`src/rtl/load_unit_if.sv`:
```
// Load unit bus bundle: execute-stage request/response plus data-memory read port.
// The slave view belongs to the load unit; the master view drives it
// (the execute stage and memory side).
interface load_unit_if;
  logic        LdReq;
  logic [2:0]  LdFunct3;
  logic [31:0] LdAddr;
  logic        LdBusy;
  logic        MemRdReq;
  logic [31:0] MemAddr;
  logic        MemRdAck;
  logic [31:0] MemRdData;
  logic        LdValid;
  logic [31:0] LdData;
  logic        LdErr;
  logic [1:0]  LdErrCode;

  modport slave (
    input  LdReq, LdFunct3, LdAddr, MemRdAck, MemRdData,
    output LdBusy, MemRdReq, MemAddr, LdValid, LdData, LdErr, LdErrCode
  );

  modport master (
    output LdReq, LdFunct3, LdAddr, MemRdAck, MemRdData,
    input  LdBusy, MemRdReq, MemAddr, LdValid, LdData, LdErr, LdErrCode
  );
endinterface

```
`src/rtl/load_unit.sv`:
```
// Load unit: accepts one load at a time, checks it, reads one word from data
// memory, then aligns and extends the selected byte, halfword or word.
// Error requests (bad funct3, misaligned) never touch memory. A read that is
// not acknowledged within TIMEOUT wait cycles completes with a timeout error.
module load_unit #(
  parameter int unsigned TIMEOUT = 15
) (
  input logic         clk,
  input logic         rst,
  load_unit_if.slave  bus
);

  typedef enum logic [1:0] {IDLE, WAIT, RESP} state_t;

  localparam logic [1:0] E_NONE  = 2'b00;
  localparam logic [1:0] E_ALIGN = 2'b01;
  localparam logic [1:0] E_TOUT  = 2'b10;
  localparam logic [1:0] E_FUNCT = 2'b11;

  localparam logic [7:0] CNT_LAST = 8'(TIMEOUT - 1);

  state_t      state;
  logic [2:0]  funct3_q;
  logic [31:0] addr_q;
  logic [7:0]  cnt;
  logic        illegal;
  logic        misal;

  // Pick the addressed lane and extend it according to the load type.
  function automatic logic [31:0] extract(input logic [2:0] f,
                                          input logic [1:0] a,
                                          input logic [31:0] d);
    logic [7:0]  b;
    logic [15:0] h;
    case (a)
      2'd0:    b = d[7:0];
      2'd1:    b = d[15:8];
      2'd2:    b = d[23:16];
      default: b = d[31:24];
    endcase
    h = a[1] ? d[31:16] : d[15:0];
    case (f)
      3'b000:  extract = {{24{b[7]}}, b};
      3'b001:  extract = {{16{h[15]}}, h};
      3'b100:  extract = {24'b0, b};
      3'b101:  extract = {16'b0, h};
      default: extract = d;
    endcase
  endfunction

  // Classify the request currently presented; illegal funct3 outranks misalignment.
  always_comb begin
    illegal = 1'b1;
    misal   = 1'b0;
    case (bus.LdFunct3)
      3'b000, 3'b100: illegal = 1'b0;
      3'b001, 3'b101: begin illegal = 1'b0; misal = bus.LdAddr[0];      end
      3'b010:         begin illegal = 1'b0; misal = |bus.LdAddr[1:0];   end
      default:        illegal = 1'b1;
    endcase
  end

  // Transaction FSM; every bus output is a register updated here.
  always_ff @(posedge clk or posedge rst) begin
    if (rst) begin
      state         <= IDLE;
      funct3_q      <= '0;
      addr_q        <= '0;
      cnt           <= '0;
      bus.LdBusy    <= 1'b0;
      bus.MemRdReq  <= 1'b0;
      bus.MemAddr   <= '0;
      bus.LdValid   <= 1'b0;
      bus.LdData    <= '0;
      bus.LdErr     <= 1'b0;
      bus.LdErrCode <= E_NONE;
    end else begin
      case (state)
        IDLE: begin
          if (bus.LdReq) begin
            funct3_q   <= bus.LdFunct3;
            addr_q     <= bus.LdAddr;
            bus.LdBusy <= 1'b1;
            bus.LdData <= '0;
            if (illegal || misal) begin
              state         <= RESP;
              bus.LdValid   <= 1'b1;
              bus.LdErr     <= 1'b1;
              bus.LdErrCode <= illegal ? E_FUNCT : E_ALIGN;
            end else begin
              state        <= WAIT;
              cnt          <= '0;
              bus.MemRdReq <= 1'b1;
              bus.MemAddr  <= {bus.LdAddr[31:2], 2'b00};
            end
          end
        end
        WAIT: begin
          // Ack is checked first so an ack on the final allowed cycle still completes.
          if (bus.MemRdAck) begin
            state         <= RESP;
            bus.MemRdReq  <= 1'b0;
            bus.MemAddr   <= '0;
            bus.LdValid   <= 1'b1;
            bus.LdData    <= extract(funct3_q, addr_q[1:0], bus.MemRdData);
            bus.LdErr     <= 1'b0;
            bus.LdErrCode <= E_NONE;
          end else if (cnt == CNT_LAST) begin
            state         <= RESP;
            bus.MemRdReq  <= 1'b0;
            bus.MemAddr   <= '0;
            bus.LdValid   <= 1'b1;
            bus.LdData    <= '0;
            bus.LdErr     <= 1'b1;
            bus.LdErrCode <= E_TOUT;
          end else begin
            cnt         <= cnt + 8'd1;
            bus.MemAddr <= {addr_q[31:2], 2'b00};
          end
        end
        RESP: begin
          state         <= IDLE;
          bus.LdBusy    <= 1'b0;
          bus.LdValid   <= 1'b0;
          bus.LdData    <= '0;
          bus.LdErr     <= 1'b0;
          bus.LdErrCode <= E_NONE;
        end
        default: state <= IDLE;
      endcase
    end
  end

endmodule

```
`src/flat_wrapper.sv`:
```
// flat-port wrapper written by rule: the top's interface ports become plain ports
module load_unit_flat 
#(
  parameter int unsigned TIMEOUT = 15
)
  (clk, rst, bus_LdReq, bus_LdFunct3, bus_LdAddr, bus_MemRdAck, bus_MemRdData, bus_LdBusy, bus_MemRdReq, bus_MemAddr, bus_LdValid, bus_LdData, bus_LdErr, bus_LdErrCode);
  load_unit_if bus_i ();
  input logic clk;
  input logic rst;
  input wire logic [$bits(bus_i.LdReq)-1:0] bus_LdReq;
  input wire logic [$bits(bus_i.LdFunct3)-1:0] bus_LdFunct3;
  input wire logic [$bits(bus_i.LdAddr)-1:0] bus_LdAddr;
  input wire logic [$bits(bus_i.MemRdAck)-1:0] bus_MemRdAck;
  input wire logic [$bits(bus_i.MemRdData)-1:0] bus_MemRdData;
  output wire logic [$bits(bus_i.LdBusy)-1:0] bus_LdBusy;
  output wire logic [$bits(bus_i.MemRdReq)-1:0] bus_MemRdReq;
  output wire logic [$bits(bus_i.MemAddr)-1:0] bus_MemAddr;
  output wire logic [$bits(bus_i.LdValid)-1:0] bus_LdValid;
  output wire logic [$bits(bus_i.LdData)-1:0] bus_LdData;
  output wire logic [$bits(bus_i.LdErr)-1:0] bus_LdErr;
  output wire logic [$bits(bus_i.LdErrCode)-1:0] bus_LdErrCode;
  assign bus_i.LdReq = bus_LdReq;
  assign bus_i.LdFunct3 = bus_LdFunct3;
  assign bus_i.LdAddr = bus_LdAddr;
  assign bus_i.MemRdAck = bus_MemRdAck;
  assign bus_i.MemRdData = bus_MemRdData;
  assign bus_LdBusy = bus_i.LdBusy;
  assign bus_MemRdReq = bus_i.MemRdReq;
  assign bus_MemAddr = bus_i.MemAddr;
  assign bus_LdValid = bus_i.LdValid;
  assign bus_LdData = bus_i.LdData;
  assign bus_LdErr = bus_i.LdErr;
  assign bus_LdErrCode = bus_i.LdErrCode;
  load_unit #(.TIMEOUT(TIMEOUT)) u_core (.clk(clk), .rst(rst), .bus(bus_i));
endmodule
```
`config.mk`:
```
export PLATFORM = sky130hd
export DESIGN_NAME = load_unit_flat
export DESIGN_NICKNAME = d
export VERILOG_FILES = /design/src/rtl/load_unit_if.sv /design/src/rtl/load_unit.sv /design/src/flat_wrapper.sv
export SDC_FILE = /design/constraint.sdc
export NUM_CORES = 1
export LEC_CHECK = 0
export CORE_UTILIZATION = 53
export DETAILED_ROUTE_END_ITERATION = 10
export GPL_TIMING_DRIVEN = 1
export HOLD_SLACK_MARGIN = 0.03
export PLACE_DENSITY = 0.86
export SLEW_MARGIN = 30
export SYNTH_ARGS = -nofsm -noshare
export SYNTH_HDL_FRONTEND = slang
export SYNTH_SLANG_ARGS = --single-unit
export TNS_END_PERCENT = 1
```
`constraint.sdc`:
```
create_clock -name clk -period 6.3 [get_ports clk]
set_input_delay 1.26 -clock clk [delete_from_list [all_inputs] [get_ports clk]]
set_output_delay 1.26 -clock clk [all_outputs]
set_load 0.005 [all_outputs]
```
==> out/results.tsv <==
metric	value	unit
Clk pin slew, worst setup/hold paths	0.06	ns
Fillers	617	
pin count of the biggest net entering global routing	74	
slew margin rel.	38.84	%
Worst Skew	0.005983	ns
cell with the most instances after synthesis	dfrtp_1	
Final #Nets	645	
Total Power	0.003452	W
CP Class	in -> reg	
I/O Buffers	138	
Synth cell types	40	
Max Clock Freq	0.3103	GHz
Pwr per Cell Area	453.9	nW/um2
first-pass GRT wire length	22540	um
Remaining Overflow, GRT	0	
crit end category	flip-flop	
die area	10820	um2
setup TNS	0	ns
Final Hold Fails	0	
fraction of layout instances using a drive strength above 1	18.59	%
FFs w/ async S/R, synth	100.0	%
final instance area	7606	um2
status	completed	
Worst Path Max Fanout	30	
Post-synth EDFFs	0	
initial core utilization	55.68	%
final non-filler cell total	714	
Synth Cell Area	5518	um2
cell count after synthesis	436	
clock sink count	113	
antenna violations before repair	0	
Clock Latency Late Sink	0.52	ns
Synth Flop Type	dfrtp_1	
# resized after CTS	0	
synth top area cells	dfrtp_1 51%, mux2_2 11%, a22o_1 6.0%	
Worst Path Arrival	3.62	ns
# H-tree levels	4	
Peak VDD IR	0.2646	mV
gpl congestion	0.8559	
sequential fraction of the synthesis area	51.25	%
Clock Tree Root	clkbuf_8	
core box area	9910	um2
Worst-Margin Slew	0.9164	ns
Num CTS Buffers	17	
synth warn	0	
register area	2829	um2
CTS tree	yes	
syn_area_per_cell	12.66	um2
Synth top area share	51.25	%
Seq cells post-synth	113	
Slew Viols, Final	0	
hold_buf cts	0	
leakage power	3.255	nW
RSZ-0062 raised after global routing	no	
wire length per cell	19.37	um
post-layout util	76.76	%
Tot GR Track Use	26.67	%
Setup violations, final	0	
via/cell ratio	5.901	
Hold/Removal Path Class	reg -> reg	
Clock Tree Buf Depth	2	
synthesis-to-layout area growth	37.85	%
Pre-antenna DRT Iters	5	
largest area contributor in the netlist	dfrtp_1	
Die Height	104.0	um
vias post-DR	4213	
DR iter-0 viols	223	
Required @ worst endpoint	6.70	ns
final worst-path cycle share	51.16	%
post-DP HPWL	8929	um
Die Width	104.0	um
io pins	141	
vias in the first global route	4461	
Post-CTS Setup Repair Bufs	0	
Tmin final	3.223	ns
commonest cells in the netlist	113 x dfrtp_1, 56 x mux2_2, 38 x a22o_1, 35 x nand2b_1, 24 x a32o_1	
n_diodes	0	
multi-input logic area	2492	um2
final WL	13830	um
Post-DRT Antenna Nets	0	
Area after DPL	6954	um2
CP Launch Type	primary input	
placed cells	682	
drt drc	0	
MaxCap Viol Count	0	
# rows	36	
## cells by family after synthesis
| family | count (synthesis) | synth area share, % |
|---|---|---|
| compound gates | 110 | 17.37 |
| fa+ha+maj | 6 | 1.361 |
| buf+inv | 43 | 3.696 |
| flops | 113 | 51.25 |
| mux | 95 | 19.32 |
| other cells | 1 | 0.06796 |
| simple gates | 68 | 6.939 |
## cell usage in the layout (no fill, tap or decap), types with 2 or more instances in the layout
cell | netlist | layout
clkinv_2 | 0 | 2
o21ai_1 | 10 | 10
clkbuf_16 | 0 | 16
nand3_1 | 4 | 4
ha_1 | 6 | 6
a2111oi_1 | 2 | 2
a22o_1 | 38 | 38
clkbuf_8 | 0 | 3
clkinvlp_4 | 0 | 4
a21oi_1 | 6 | 6
inv_1 | 12 | 10
a21o_1 | 3 | 3
conb_1 | 1 | 2
o2bb2ai_1 | 8 | 8
o21bai_1 | 2 | 2
inv_6 | 0 | 2
a211oi_1 | 4 | 4
buf_4 | 3 | 5
and3_1 | 2 | 2
mux2_4 | 2 | 2
o21ai_0 | 5 | 5
clkdlybuf4s50_1 | 0 | 138
mux2i_1 | 18 | 18
dfrtp_1 | 113 | 112
nor2_1 | 4 | 3
a32o_1 | 24 | 24
mux2_2 | 56 | 56
nand2_1 | 19 | 19
nand2b_1 | 35 | 35
bufinv_16 | 0 | 5
mux2_1 | 18 | 18
## area by class of cell
cell class              instances  area share, %
clock buffers                  19          5.807
clock inverters                13          2.731
inverters                      12         0.6580
multi-input cells             281          32.77
flip-flops and latches        113          37.19
well taps                     133          2.188
repair buffers                143          18.65
## registers in the layout, summed over array words and instances, names as in the netlist, 2 cells and up
register and count:
u_core.funct3_q 3, u_core.bus.MemAddr 30, u_core.addr_q 32, u_core.bus.LdData 32, u_core.state 2, u_core.bus.LdErrCode 2, u_core.cnt 8
## path summary, 6_finish.rpt
path / startpoint / depth (start not counted) / to / slack (ns)
max in group asynchronous: rst / 3 / u_core.bus.LdData[6] / 4.07
worst min-delay path: u_core.bus.LdData[29] / 1 / u_core.bus.LdData[29] / 0.49
worst max-delay path: bus_LdFunct3[0] / 6 / u_core.bus.MemAddr[17] / 3.08
min in group asynchronous: rst / 2 / u_core.bus.LdData[1] / 1.22
worst max register to register: u_core.addr_q[1] / 4 / u_core.bus.LdData[9] / 3.87
worst min register to register: u_core.bus.LdData[29] / 1 / u_core.bus.LdData[29] / 0.49
## layer usage
layer / part of all wire [%] / vias to the layer above / routed length, um / GRT usage [%]
met5: 0 / - / 0 / 0
met4: 2.6 / 0 / 360 / 11.84
met3: 7.5 / 28 / 1032 / 9.712
met2: 49 / 166 / 6785 / 42.76
met1: 41 / 2123 / 5651 / 32.28
li1: - / 1896 / - / -
## per-stage QoR
step                hold WS, ns  setup WS [ns]
global route             0.4988          2.977
floorplan                0.4651          2.053
global placement         0.4696          2.702
CTS                      0.4937          3.126
detailed placement       0.4782          2.599
finish                   0.4897          3.077
## power by group
group | switching, W | internal, W
sequential | 0.000219 | 0.000992
clock | 0.000343 | 0.000703
combinational | 0.000508 | 0.000688
total | 0.00107 | 0.00238
## worst max-delay path, cell delays in order
cell	delay [ns]
clkdlybuf4s50_1	0.45
nor4_1	0.56
o21bai_1	0.40
nand2_1	0.15
buf_4	0.38
mux2_2	0.40
No activity file was read; power rests on OpenSTA's default activity.
